--- src/rtl/mem_preload_ctrl.sv ---
// Host-to-data-memory preload controller: owns the memory port while the core is
// held in reset, then hands the port to the core after a programmable delay.
module mem_preload_ctrl #(
  parameter int DATA_W        = 32,
  parameter int DEPTH_WORDS   = 64,
  parameter int RELEASE_DELAY = 4
) (
  input  logic              clk,
  input  logic              reset,
  input  logic              ext_valid,
  output logic              ext_ready,
  input  logic              ext_we,
  input  logic              ext_burst,
  input  logic [2:0]        ext_size,
  input  logic [31:0]       ext_addr,
  input  logic [DATA_W-1:0] ext_wdata,
  input  logic              ext_done,
  output logic              ext_rvalid,
  output logic [DATA_W-1:0] ext_rdata,
  output logic              ext_err,
  output logic [15:0]       words_loaded,
  output logic              cpu_reset,
  input  logic              core_MemWrite,
  input  logic [2:0]        core_Store,
  input  logic [31:0]       core_DataAdr,
  input  logic [DATA_W-1:0] core_WriteData,
  output logic              mem_MemWrite,
  output logic [2:0]        mem_Store,
  output logic [31:0]       mem_DataAdr,
  output logic [DATA_W-1:0] mem_WriteData,
  input  logic [DATA_W-1:0] mem_ReadData
);

  localparam logic [32:0] MEM_BYTES = 33'(DEPTH_WORDS * 4);
  localparam int          CNT_W     = $clog2(RELEASE_DELAY + 1);

  typedef enum logic [1:0] {S_LOAD, S_RELEASE, S_RUN} state_t;

  typedef struct packed {
    logic              we;
    logic [2:0]        store;
    logic [31:0]       adr;
    logic [DATA_W-1:0] wdata;
  } mem_req_t;

  state_t            r_state, w_state_nxt;
  logic [CNT_W-1:0]  r_cnt, w_cnt_nxt;
  logic [31:0]       r_ptr;
  logic              r_rvalid;
  logic [DATA_W-1:0] r_rdata;
  logic              r_err;
  logic [15:0]       r_words;

  logic              w_accept;
  logic [31:0]       w_eff_addr;
  logic [2:0]        w_nbytes;
  logic              w_size_ok;
  logic              w_align_ok;
  logic [32:0]       w_end_addr;
  logic              w_legal;
  mem_req_t          w_host_req, w_core_req, w_mem_req;

  // Access decode; an illegal size still advances the pointer by one byte.
  always_comb begin
    w_accept   = ext_valid && (r_state == S_LOAD);
    w_eff_addr = ext_burst ? r_ptr : ext_addr;
    w_nbytes   = 3'd1;
    w_size_ok  = 1'b1;
    w_align_ok = 1'b1;
    case (ext_size)
      3'b000: w_nbytes = 3'd1;
      3'b001: begin w_nbytes = 3'd2; w_align_ok = ~w_eff_addr[0]; end
      3'b010: begin w_nbytes = 3'd4; w_align_ok = (w_eff_addr[1:0] == 2'b00); end
      default: w_size_ok = 1'b0;
    endcase
    // 33-bit end address so a request near 2^32 cannot wrap into range.
    w_end_addr = {1'b0, w_eff_addr} + 33'(w_nbytes) - 33'd1;
    w_legal    = w_size_ok && w_align_ok && (w_end_addr < MEM_BYTES);
  end

  always_comb begin
    w_host_req.we    = w_accept && ext_we && w_legal;
    w_host_req.store = ext_size;
    w_host_req.adr   = w_eff_addr;
    w_host_req.wdata = ext_wdata;
    w_core_req.we    = core_MemWrite;
    w_core_req.store = core_Store;
    w_core_req.adr   = core_DataAdr;
    w_core_req.wdata = core_WriteData;
  end

  always_comb begin
    w_state_nxt = r_state;
    w_cnt_nxt   = r_cnt;
    cpu_reset   = 1'b1;
    ext_ready   = 1'b0;
    w_mem_req   = w_host_req;
    case (r_state)
      S_LOAD: begin
        ext_ready = 1'b1;
        if (ext_done) begin
          w_state_nxt = S_RELEASE;
          w_cnt_nxt   = CNT_W'(RELEASE_DELAY);
        end
      end
      S_RELEASE: begin
        w_mem_req.we = 1'b0;
        w_cnt_nxt    = r_cnt - CNT_W'(1);
        if (r_cnt <= CNT_W'(1)) begin
          w_state_nxt = S_RUN;
          w_cnt_nxt   = '0;
        end
      end
      S_RUN: begin
        cpu_reset = 1'b0;
        w_mem_req = w_core_req;
      end
      default: w_state_nxt = S_LOAD;
    endcase
  end

  always_ff @(posedge clk) begin
    if (reset) begin
      r_state  <= S_LOAD;
      r_cnt    <= '0;
      r_ptr    <= '0;
      r_rvalid <= 1'b0;
      r_rdata  <= '0;
      r_err    <= 1'b0;
      r_words  <= '0;
    end else begin
      r_state  <= w_state_nxt;
      r_cnt    <= w_cnt_nxt;
      r_rvalid <= w_accept && !ext_we;
      if (w_accept) begin
        r_ptr <= w_eff_addr + 32'(w_nbytes);
        if (!w_legal) r_err <= 1'b1;
        if (!ext_we) r_rdata <= w_legal ? mem_ReadData : '0;
        if (ext_we && w_legal && (r_words != 16'hFFFF)) r_words <= r_words + 16'd1;
      end
    end
  end

  assign mem_MemWrite  = w_mem_req.we;
  assign mem_Store     = w_mem_req.store;
  assign mem_DataAdr   = w_mem_req.adr;
  assign mem_WriteData = w_mem_req.wdata;
  assign ext_rvalid    = r_rvalid;
  assign ext_rdata     = r_rdata;
  assign ext_err       = r_err;
  assign words_loaded  = r_words;

endmodule

--- config.mk ---
export PLATFORM = sky130hd
export DESIGN_NAME = mem_preload_ctrl
export DESIGN_NICKNAME = d
export VERILOG_FILES = /design/src/rtl/mem_preload_ctrl.sv
export SDC_FILE = /design/constraint.sdc
export NUM_CORES = 1
export LEC_CHECK = 0
export ABC_AREA = 1
export ABC_CLOCK_PERIOD_IN_PS = 3850
export CORE_UTILIZATION = 45
export CTS_BUF_LIST = sky130_fd_sc_hd__clkbuf_16
export DETAILED_ROUTE_END_ITERATION = 8
export PLACE_DENSITY_LB_ADDON = 0.3
export REMOVE_ABC_BUFFERS = 1
export SLEW_MARGIN = 25
export SYNTH_ARGS = -nofsm -noshare
export SYNTH_HDL_FRONTEND = slang
export SYNTH_SLANG_ARGS = --single-unit
--- constraint.sdc ---
create_clock -name clk -period 3.85 [get_ports clk]
set_input_delay 0.385 -clock clk [delete_from_list [all_inputs] [get_ports clk]]
set_output_delay 0.385 -clock clk [all_outputs]
set_load 0.01 [all_outputs]
==> flow_metrics.py <==
metrics = {
    "synthesis": {
        "synthFlopType": "dfxtp_1",
        "postSynth.asyncResetShare_pct": 0,
        "ys_warn_count": 0,
        "synth_cell_types": 40,
        "synth_top_area_share_pct": 22.3,
        "syn_inst": 1543,
        "synthTopCellsByArea": "nand2_1 (22%), dfxtp_1 (20%), inv_1 (11%)",
        "syn-cell-area_um2": 8890,
        "avgSynthCellArea_um2": 5.76,
        "ys_ff_latch": 87,
        "synth-seq-area-share_pct": 19.6,
        "yosysTopAreaCell": "nand2_1",
        "synth-edff-count": 0,
    },
    "die": {
        "core_area_um2": 19400,
        "rows": 51,
        "start_util_pct": 45.9,
        "die_h_um": 143,
        "io_pins": 293,
        "die_area_um2": 20300,
        "die_w_um": 143,
    },
    "sta": {
        "hold_ws_ns": 0.460,
        "relSlewSlack_pct": 31.9,
        "finalClockSkew_ns": 0.0134,
        "fin_ws_ns": 0.0905,
        "finalCritPeriodShare_pct": 97.6,
        "tightestPinTransition_ns": 1.02,
        "hold_viol": 0,
        "finalSetupViolations": 0,
        "fmax_ghz": 0.266,
        "layout_min_cycle_time_ns": 3.76,
        "report.final.slew_viol_count": 0,
        "fin_tns_setup_ns": 0,
    },
    "setup_path": {
        "critical-path-top-delay-family": "simple AND/OR/NAND/NOR gates",
        "worstPathMaxFanout": 5,
        "path_class": "in -> out",
        "crit_slowest_cell": "clkdlybuf4s50_1",
        "end_kind": "primary output",
        "max_stage_delay_ns": 0.50,
        "path_common_cell": "nand2_1",
        "required_ns": 3.46,
        "crit_path_start_kind": "input port",
        "cp_num_buf_inv": 5,
        "cp_data_arrival_time_ns": 3.37,
        "critical_path.cell_chain": "clkdlybuf4s50_1, inv_1, nand3_2, inv_1, ha_1, nor2_2, buf_4, nand2_1, nand2_1, nand2_2, nand2_4, nand2_1, nand2_1, nand2_1, nand2_1, nand3_2, nor2_2, nand3_2, nor2_2, nand3_2, o21ai_1, buf_4",
    },
    "power": {
        "ir_drop_v": 0.000274,
        "power_frac_comb_pct": 69.2,
        "powerDensity_nw_per_um2": 439,
        "leakage_uw": 0.00703,
        "seqPwrFrac_pct": 17.0,
        "p_clk_share_pct": 13.7,
        "p_sw_uw": 2820,
        "p_int_uw": 3410,
        "swShare_pct": 45.3,
    },
    "cells_and_area": {
        "fin_nets": 2242,
        "area_growth_syn_to_layout_pct": 59.8,
        "multi_input_comb_area_um2": 6260,
        "fillers": 1628,
        "fin_util_pct": 73.3,
        "drive_gt1_share_pct": 19.6,
        "final_cell_area_um2": 14200,
        "regArea_um2": 1740,
    },
    "placed_design": {
        "pre_cts_slack_ns": -0.556,
        "place.gp.congestion": 0.933,
        "dpl_cell_area_um2": 13400,
        "io_buffers": 292,
        "dp_hpwl_um": 26400,
    },
    "cts": {
        "cts_buffer_depth": 2,
        "cts_root_buf": "clkbuf_16",
        "cts_sinks": 87,
        "numCtsBuffers": 9,
        "clk_pin_slew_ns": 0.06,
        "h-tree-depth": 3,
        "clock_latency_ns": 0.36,
        "cts_tree": "built",
    },
    "global_route": {
        "grt_max_degree": 70,
        "grt_usage_pct": 31.3,
        "grt_pass1_vias": 10200,
        "grt_first_pass_wirelength_um": 49800,
        "antenna_found_initial": 1,
        "grt_overflow": 0,
    },
    "route": {
        "drt_wl_total_um": 33200,
        "drtIter0Drc": 786,
        "first_pass_iters": 5,
        "routed.top_layer": "met4",
        "via_per_inst": 4.92,
        "drc": 0,
        "met2_length_um": 15800,
        "wl_met1_um": 14400,
        "postRouteAntennaNets": 0,
        "vias": 11200,
        "met3_wirelength_um": 2300,
        "post_drt_wl_per_cell_um": 14.6,
    },
    "status": {
        "status": "finished clean",
    },
    "run": {
        "cap_violations": 0,
    },
    "hold_path": {
        "holdCritPathClass": "reg -> reg",
    },
}
final timing paths:
| kind | startpoint | to | slack, ns | cells past startpoint |
|---|---|---|---|---|
| max | ext_size[1] | mem_MemWrite | 0.09 | 22 |
| min | r_ptr[0] | r_ptr[0] | 0.46 | 2 |
| max reg2reg | r_ptr[15] | words_loaded[7] | 0.28 | 24 |
| min reg2reg | r_ptr[0] | r_ptr[0] | 0.46 | 2 |
worst min-delay path, stage by stage, from the launching register on:
cell and delay, ns:
dfxtp_1 0.30, inv_1 0.06, a21oi_1 0.06
metrics by stage:
| stage | std cells | power (uW) |
|---|---|---|
| after CTS | 2262 | 5900 |
| after global routing | 2271 | 6700 |
| after detailed placement | 2245 | 5030 |
| after floorplan | 1494 | 3130 |
| after global placement | 2245 | 4970 |
| final | 2271 | 6240 |
power by group through the flow:
| stage | Sequential [uW] | Combinational [uW] | Clock [uW] |
|---|---|---|---|
| global placement | 1080 | 3890 | 0 |
| CTS | 1060 | 3980 | 859 |
| floorplan | 1070 | 2060 | 0 |
| finish | 1060 | 4320 | 857 |
| detailed placement | 1080 | 3950 | 0 |
| global route | 1070 | 4720 | 904 |
Yosys cell counts, types with 2 or more instances:
cell type	number
nor3_1	13
inv_2	9
ha_1	68
nor2_1	103
clkinv_1	3
nand4_1	31
nor4_1	2
o211ai_1	2
a21oi_1	75
o21ai_1	7
nor2_4	4
o21ai_0	102
xor2_1	26
nand2_1	528
a21oi_2	12
nor2_2	6
dfxtp_1	87
buf_4	4
buf_12	3
nor3_2	3
nand3_2	30
buf_2	3
nand2_2	11
o21bai_1	4
and2_1	2
or2_2	5
nand3_1	81
inv_1	271
clkbuf_1	37
area by class of cell:
type	count	share of cell area, %
multi-input cells	1124	44.0
repair buffers	495	31.9
flip-flops and latches	87	12.3
inverters	283	7.48
well taps	265	2.33
clock buffers	9	1.58
clock inverters	7	0.405
diodes	1	0.0176
per-layer routing:
layer	vias to the layer above	global-route usage (%)
met5	-	0
met4	0	9.39
met3	52	5.42
met2	351	54.4
met1	5067	39.2
li1	5711	-
sequential cells by signal (all words and copies together), names as in the netlist:
signal	cells
ext_err	1
ext_rdata	32
ext_rvalid	1
r_cnt	3
r_ptr	32
r_state	2
words_loaded	16
timing repair:
action | CTS | global route
hold buffers | 0 | 0
gates resized for setup | 16 | 108
cloned | 0 | 2
buffers inserted | 1 | 6
pin swaps | 1 | 17
endpoints found under the setup margin | 1 | 23
cells by family (layout without fill, tap and decap cells):
kind of cell / Yosys count / after routing / share of synthesized area (%)
AO/OA/AOI/OAI: 205 / 205 / 12.3
XOR/XNOR: 27 / 27 / 2.66
adder cells (fa/ha/maj): 69 / 69 / 9.79
buffers and inverters: 332 / 794 / 14.9
flip-flops: 87 / 87 / 19.6
other: 0 / 1 / 0
AND/OR/NAND/NOR: 823 / 823 / 40.8
layout by cell type, fill, tap and decap left out, types with 53 or more instances in the layout:
| master | n |
|---|---|
| a21oi_1 | 69 |
| buf_4 | 198 |
| clkdlybuf4s50_1 | 288 |
| dfxtp_1 | 87 |
| ha_1 | 53 |
| inv_1 | 269 |
| nand2_1 | 498 |
| nand3_1 | 76 |
| nor2_1 | 85 |
| o21ai_0 | 85 |
(Power assumes the default switching activity.)
